$ cat src/rtl/serial_adder.sv
// Bit-serial adder: one full-adder cell and a carry flip-flop process one bit
// per clock, LSB first, behind a start/busy/done handshake.
module serial_adder #(
  parameter int WIDTH = 8
) (
  input  logic             clk,
  input  logic             rst,
  input  logic             start,
  input  logic [WIDTH-1:0] a,
  input  logic [WIDTH-1:0] b,
  output logic             busy,
  output logic             done,
  output logic [WIDTH-1:0] sum,
  output logic             cout
);

  localparam int CNT_W = (WIDTH > 1) ? $clog2(WIDTH) : 1;
  localparam logic [CNT_W-1:0] LAST = CNT_W'(WIDTH - 1);

  typedef enum logic [1:0] {
    S_IDLE = 2'd0,
    S_RUN  = 2'd1,
    S_FIN  = 2'd2
  } state_t;

  state_t           state;
  logic [WIDTH-1:0] a_sh;
  logic [WIDTH-1:0] b_sh;
  logic [WIDTH-1:0] s_sh;
  logic             c;
  logic [CNT_W-1:0] cnt;

  logic             s_bit;
  logic             c_nxt;
  logic [WIDTH-1:0] s_next;

  function automatic logic fa_sum(input logic x, input logic y, input logic ci);
    return x ^ y ^ ci;
  endfunction

  function automatic logic fa_carry(input logic x, input logic y, input logic ci);
    return (x & y) | (x & ci) | (y & ci);
  endfunction

  assign s_bit  = fa_sum(a_sh[0], b_sh[0], c);
  assign c_nxt  = fa_carry(a_sh[0], b_sh[0], c);
  // New bit enters at the MSB, so after WIDTH shifts bit 0 sits at the LSB.
  assign s_next = {s_bit, s_sh[WIDTH-1:1]};

  always_ff @(posedge clk) begin
    if (rst) begin
      state <= S_IDLE;
      a_sh  <= '0;
      b_sh  <= '0;
      s_sh  <= '0;
      c     <= 1'b0;
      cnt   <= '0;
      sum   <= '0;
      cout  <= 1'b0;
    end else begin
      case (state)
        S_IDLE: begin
          if (start) begin
            a_sh  <= a;
            b_sh  <= b;
            c     <= 1'b0;
            cnt   <= '0;
            state <= S_RUN;
          end
        end
        S_RUN: begin
          a_sh <= a_sh >> 1;
          b_sh <= b_sh >> 1;
          s_sh <= s_next;
          c    <= c_nxt;
          cnt  <= cnt + 1'b1;
          if (cnt == LAST) begin
            sum   <= s_next;
            cout  <= c_nxt;
            state <= S_FIN;
          end
        end
        S_FIN:   state <= S_IDLE;
        default: state <= S_IDLE;
      endcase
    end
  end

  assign busy = (state == S_RUN);
  assign done = (state == S_FIN);

endmodule
$ cat config.mk
export PLATFORM = sky130hd
export DESIGN_NAME = serial_adder
export DESIGN_NICKNAME = d
export VERILOG_FILES = /design/src/rtl/serial_adder.sv
export SDC_FILE = /design/constraint.sdc
export NUM_CORES = 1
export LEC_CHECK = 0
export BUFFER_PORTS_ARGS = -buffer_cell sky130_fd_sc_hd__buf_2
export CAP_MARGIN = 40
export CELL_PAD_IN_SITES_DETAIL_PLACEMENT = 1
export CELL_PAD_IN_SITES_GLOBAL_PLACEMENT = 2
export CORE_MARGIN = 4
export CORE_UTILIZATION = 33
export CTS_CLUSTER_DIAMETER = 40
export CTS_CLUSTER_SIZE = 40
export DETAILED_ROUTE_END_ITERATION = 8
export PLACE_DENSITY = 0.82
export SLEW_MARGIN = 15
export SYNTH_ARGS = -nofsm -noshare
export SYNTH_HDL_FRONTEND = slang
export SYNTH_SLANG_ARGS = --single-unit
$ cat constraint.sdc
create_clock -name clk -period 1.5 [get_ports clk]
set_input_delay 0.15 -clock clk [delete_from_list [all_inputs] [get_ports clk]]
set_output_delay 0.15 -clock clk [all_outputs]
set_load 0.005 [all_outputs]
**After elaboration in Yosys (flattened, before gate mapping)**

Cells that the tools add are included.

- $add $sub $neg: 1
- Eq/ne operators: 5
- Muxes and demuxes: 11
- Bitwise logic cells: 7
- Reduce and logical (&&, ||, !) cells: 5

Operators with widths:

| kind | number |
|---|---|
| $pmux W8 S2 | 2 |
| $mux W8 | 2 |
| $pmux W3 S2 | 1 |
| $reduce_and A2 Y1 | 3 |
| $mux W2 | 2 |
| $pmux W2 S2 | 1 |
| $add A3 B1 Y3 const B | 1 |
| $and A1 B1 Y1 | 3 |
| $eq A3 B3 Y1 const B | 1 |
| $mux W3 | 1 |
| $eq A2 B1 Y1 const B | 1 |
| $eq A2 B2 Y1 const B | 1 |
| $logic_not A2 Y1 | 1 |
| $ne A2 B1 Y1 const B | 1 |
| $ne A2 B2 Y1 const B | 1 |
| $or A1 B1 Y1 | 2 |
| $pmux W1 S2 | 1 |
| $reduce_bool A2 Y1 | 1 |
| $xor A1 B1 Y1 | 2 |
| $mux W1 | 1 |

- Register bits: 39
- Bits of input ports: 19
- Output and inout bits: 11
- Logic and storage cells: 37

**Logic depth before layout (Yosys ltp)**

- Word-level depth: 4
- Depth in mapped cells: 6

**Least setup slack after synthesis**

Ideal clock, no wire load.

- Kind: register -> register
- Start point: register cnt[0]
- End point: register sum[2]
- Data arrival time: 1115 ps
- Data required time: 1359 ps
- Path slack: 244 ps
- Cell stages (with the launch flop): 7
- Clock period less this slack: 1256 ps
- Cell sequence: dfxtp_1 -> ha_1 -> ha_1 -> and3b_1 -> clkbuf_2 -> nand2_1 -> a21oi_1

- Word-level cells in the longest chain between the ends: 2

Ends and longest elaborated chain:

| item | line | RTL |
|---|---|---|
| start, declared | 31 | `logic [CNT_W-1:0] cnt;` |
| start signal, assigned | 76 | `cnt <= cnt + 1'b1;` |
| $eq A3 B3 Y1 | 77 | `if (cnt == LAST) begin` |
| $reduce_and A2 Y1 (no line) | -- |  |
| end signal, assigned | 78 | `sum <= s_next;` |
| end, declared | 13 | `output logic [WIDTH-1:0] sum,` |

No other way between the ends.
A chain may end at the register's enable or synchronous reset.

**Final worst setup path**

- Start point: register state[1]
- End point: output port busy

- Word-level cells in the longest chain between the ends: 1

Ends and longest elaborated chain:

| item | line | RTL |
|---|---|---|
| start, declared | 26 | `state_t state;` |
| start signal, assigned | 52 | `state <= S_IDLE;` |
| start signal, assigned | 68 | `state <= S_RUN;` |
| start signal, assigned | 80 | `state <= S_FIN;` |
| $eq A2 B1 Y1 | 89 | `assign busy = (state == S_RUN);` |
| end, declared | 11 | `output logic busy,` |

No other way between the ends.

==> parameters.txt <==
Parameter                              Value

Outcome
  Status    complete, no violations

Timing
  Unrepaired setup endpoints after global routing    false
  Final critical path time including I/O delays and setup    about 1.4 ns
  Final-report max-slew violation count    0
  Worst Max-Slew Pin Slew    ~0.44 ns
  Setup Total Neg Slack    0 ns
  Final cycle utilization of the critical path    90.48%
  Maximum achievable frequency    between 0.7 and 0.8 GHz
  Count of final hold-check violations    0
  Minimum setup slack in the final design    ~0.14 ns
  Final Setup Violations    0
  Worst setup skew after layout    between 0.005 and 0.006 ns
  Relative max-transition margin    about 70%

Critical path
  Cell family contributing the most delay on the critical path    flip-flops
  Category of the worst setup path capture point    primary output
  Crit Path Category    reg2out
  Buf/Inv on CP    2
  Critical Path Source Type    flop
  Cell-by-cell listing of the critical path    nand2b_1 -> inv_2 -> buf_2
  Largest driver fanout on the critical path    12
  Max stage delay on crit path    about 0.38 ns
  Slowest cell on the critical path    sky130_fd_sc_hd__dfxtp_1
  Data required time of the critical path    1.35 ns
  Worst path arrival time    approximately 1.2 ns

Yosys
  Area of the mapped netlist    approximately 0.0016 mm2
  Number of synthesized register bits    38
  Mean Syn Cell Area    ~9.6 um2
  Instance count of the mapped netlist    around 170
  Distinct cell type count after synthesis    24
  Top cell type's share of synthesized area    a little under half
  Largest cells by area after synthesis    sky130_fd_sc_hd__dfxtp_1, sky130_fd_sc_hd__mux2i_1, sky130_fd_sc_hd__a211oi_2
  Yosys warns    0
  Sequential element share of the synthesized area    between 40% and 50%
  Synthesized net count    between 150 and 200
  Most area-hungry cell type in the Yosys netlist    sky130_fd_sc_hd__dfxtp_1

Route
  Routed vias    roughly 1.2k
  Post-route DRC    0
  Detailed Route Iter0 Violations    31
  DR WL/cell    between 10 and 15 um
  Antenna violation net count after detailed routing    0
  Number of iterations in the first detailed-routing pass    2
  Detailed-route wire length    3.394 mm
  Routed via count divided by cell count    4.712

Floorplanning
  Die outline width    77.64 um
  I/O Pins    30
  Cell Rows    25
  Starting Density    around a third
  Height of the die    between 70 and 80 um
  Total Die Area    roughly 0.0060 mm2
  Area of the core    ~0.0047 mm2

CTS
  TritonCTS Buffers    5
  Clock tree from TritonCTS    built
  Clock slew at the register clock pins of the worst setup and hold paths    roughly 0.07 ns
  Hold buffers post-CTS    0
  Root buffer cell    sky130_fd_sc_hd__clkbuf_8
  # clock sinks    38
  Total number of H-tree levels    2
  CTS Buffer Depth    2
  Clock latency on the worst-skew pair    0.28 ns

Global routing
  First-pass GRT wire length    between 6 and 7 mm
  All-layer global routing usage    12.44%
  Via count of the first global-routing pass    roughly 1.4k
  Number of antenna violations at the first check in global routing    0
  Largest net degree at the start of global routing    21
  Total overflow reported by the global router    0

Pwr
  Max rail drop VDD    between 400 and 500 uV
  Leakage dissipation    0.7692 nW
  Power density over the cells    approximately 1100 mW/mm2

Cells and area
  Fillers    around 570
  Antenna diode count    0
  Fraction of layout cells with a size suffix above 1    between 20 and 30%
  Layout Nets    220
  Synthesis-to-layout area growth    18.84%

Placed design
  Worst setup slack before clock tree synthesis    about 0.066 ns
  Number of buffers inserted by port buffering    29
  Final HPWL DP    2.528 mm
  RD Place Congestion    roughly 0.68

Run
  Number of max-cap violations    0

Min path
  Worst Hold Class    in2reg
[power by group]
| part | leakage (nW) | switching [mW] | total (mW) | internal (mW) |
|---|---|---|---|---|
| clock network | 0.0431 | 0.333 | 0.687 | 0.354 |
| logic | 0.415 | 0.120 | 0.228 | 0.109 |
| registers | 0.311 | 0.0276 | 1.08 | 1.05 |
| total | 0.769 | 0.480 | 2.00 | 1.52 |
[cells in the mapped netlist, drive strengths merged]
cell type	instances
dfxtp	38
nand2	32
nor2	21
a21oi	16
a211oi	15
mux2i	15
buf	8
a22oi	5
clkbuf	4
ha	2
inv	2
and3b	1
fa	1
nand2b	1
nand3b	1
nor2b	1
nor3	1
nor3b	1
o21ba	1
o21bai	1
[worst paths after layout]
| kind | startpoint | to | slack (ns) | cells after the start |
|---|---|---|---|---|
| max | state[1]$_SDFFE_PP0P_ | busy | 0.14 | 3 |
| max reg2reg | cnt[0]$_SDFFE_PP0P_ | sum[7]$_SDFFE_PP0P_ | 0.18 | 5 |
| min reg2reg | sum[5]$_SDFFE_PP0P_ | sum[5]$_SDFFE_PP0P_ | 0.45 | 2 |
| min | b[7] | b_sh[7]$_SDFFE_PP0P_ | 0.12 | 3 |
[sequential cells by signal, indices dropped and copies added (netlist names)]
register / count
a_sh: 8
b_sh: 8
sum: 8
s_sh: 7
cnt: 3
state: 2
c: 1
cout: 1
[logic make-up after synthesis]
| group | count (synthesis) | share of synthesized area (%) |
|---|---|---|
| AO/OA/AOI/OAI | 38 | 18.61 |
| adder cells (fa/ha/maj) | 3 | 2.814 |
| buffers and inverters | 14 | 6.332 |
| flip-flops | 38 | 47.54 |
| multiplexers | 15 | 9.382 |
| AND/OR/NAND/NOR | 59 | 15.33 |
[layer usage]
layer / global-route usage [%] / vias up / wire length [um]
li1: - / 632 / -
met1: 14.45 / 578 / 1519
met2: 21.15 / 28 / 1638
met3: 4.292 / 6 / 189
met4: 4.270 / 0 / 47
met5: 0 / - / 0
[area by class of cell]
type | count | area, um2 | share of cell area [%]
inverter | 2 | 7.507 | 0.3947
sequential | 38 | 762.0 | 40.07
clock buffer | 6 | 82.58 | 4.342
timing repair buffer | 36 | 226.5 | 11.91
multi-input combinational | 115 | 739.5 | 38.88
tap | 67 | 83.83 | 4.408
[metrics by stage]
step	util [%]	total power, mW	hold WS, ns	std cells	instance area [um2]
2_1_floorplan	-	1.274	0.2983	167	1600
3_5_place_dp	38.23	1.337	0.4081	257	1805
6_report	40.26	1.997	0.1186	264	1902
3_3_place_gp	38.23	1.323	0.3959	257	1805
5_1_grt	40.26	2.097	0.1387	264	1902
4_1_cts	39.97	2.037	0.1009	263	1888
[repair_timing]
item | in CTS | in global routing
resized for setup | 0 | 3
setup buffers | 0 | 1
setup endpoints to repair | 0 | 10
[placed cells by master (no fill, tap or decap), drive strengths merged, types with 2 or more instances in the layout]
| cell | n |
|---|---|
| dfxtp | 38 |
| buf | 36 |
| nand2 | 32 |
| nor2 | 21 |
| a21oi | 16 |
| mux2i | 15 |
| a211oi | 15 |
| clkbuf | 6 |
| a22oi | 5 |
| ha | 2 |
| inv | 2 |
[worst reg2reg max path: cells and delay by family (launching register included)]
family / cells / cell delay (ns)
adder cells (fa/ha/maj): 2 / 0.40
flip-flops: 1 / 0.33
AND/OR/NAND/NOR: 2 / 0.40
AO/OA/AOI/OAI: 1 / 0.07
Note: power is estimated with default switching activity, not from simulation.
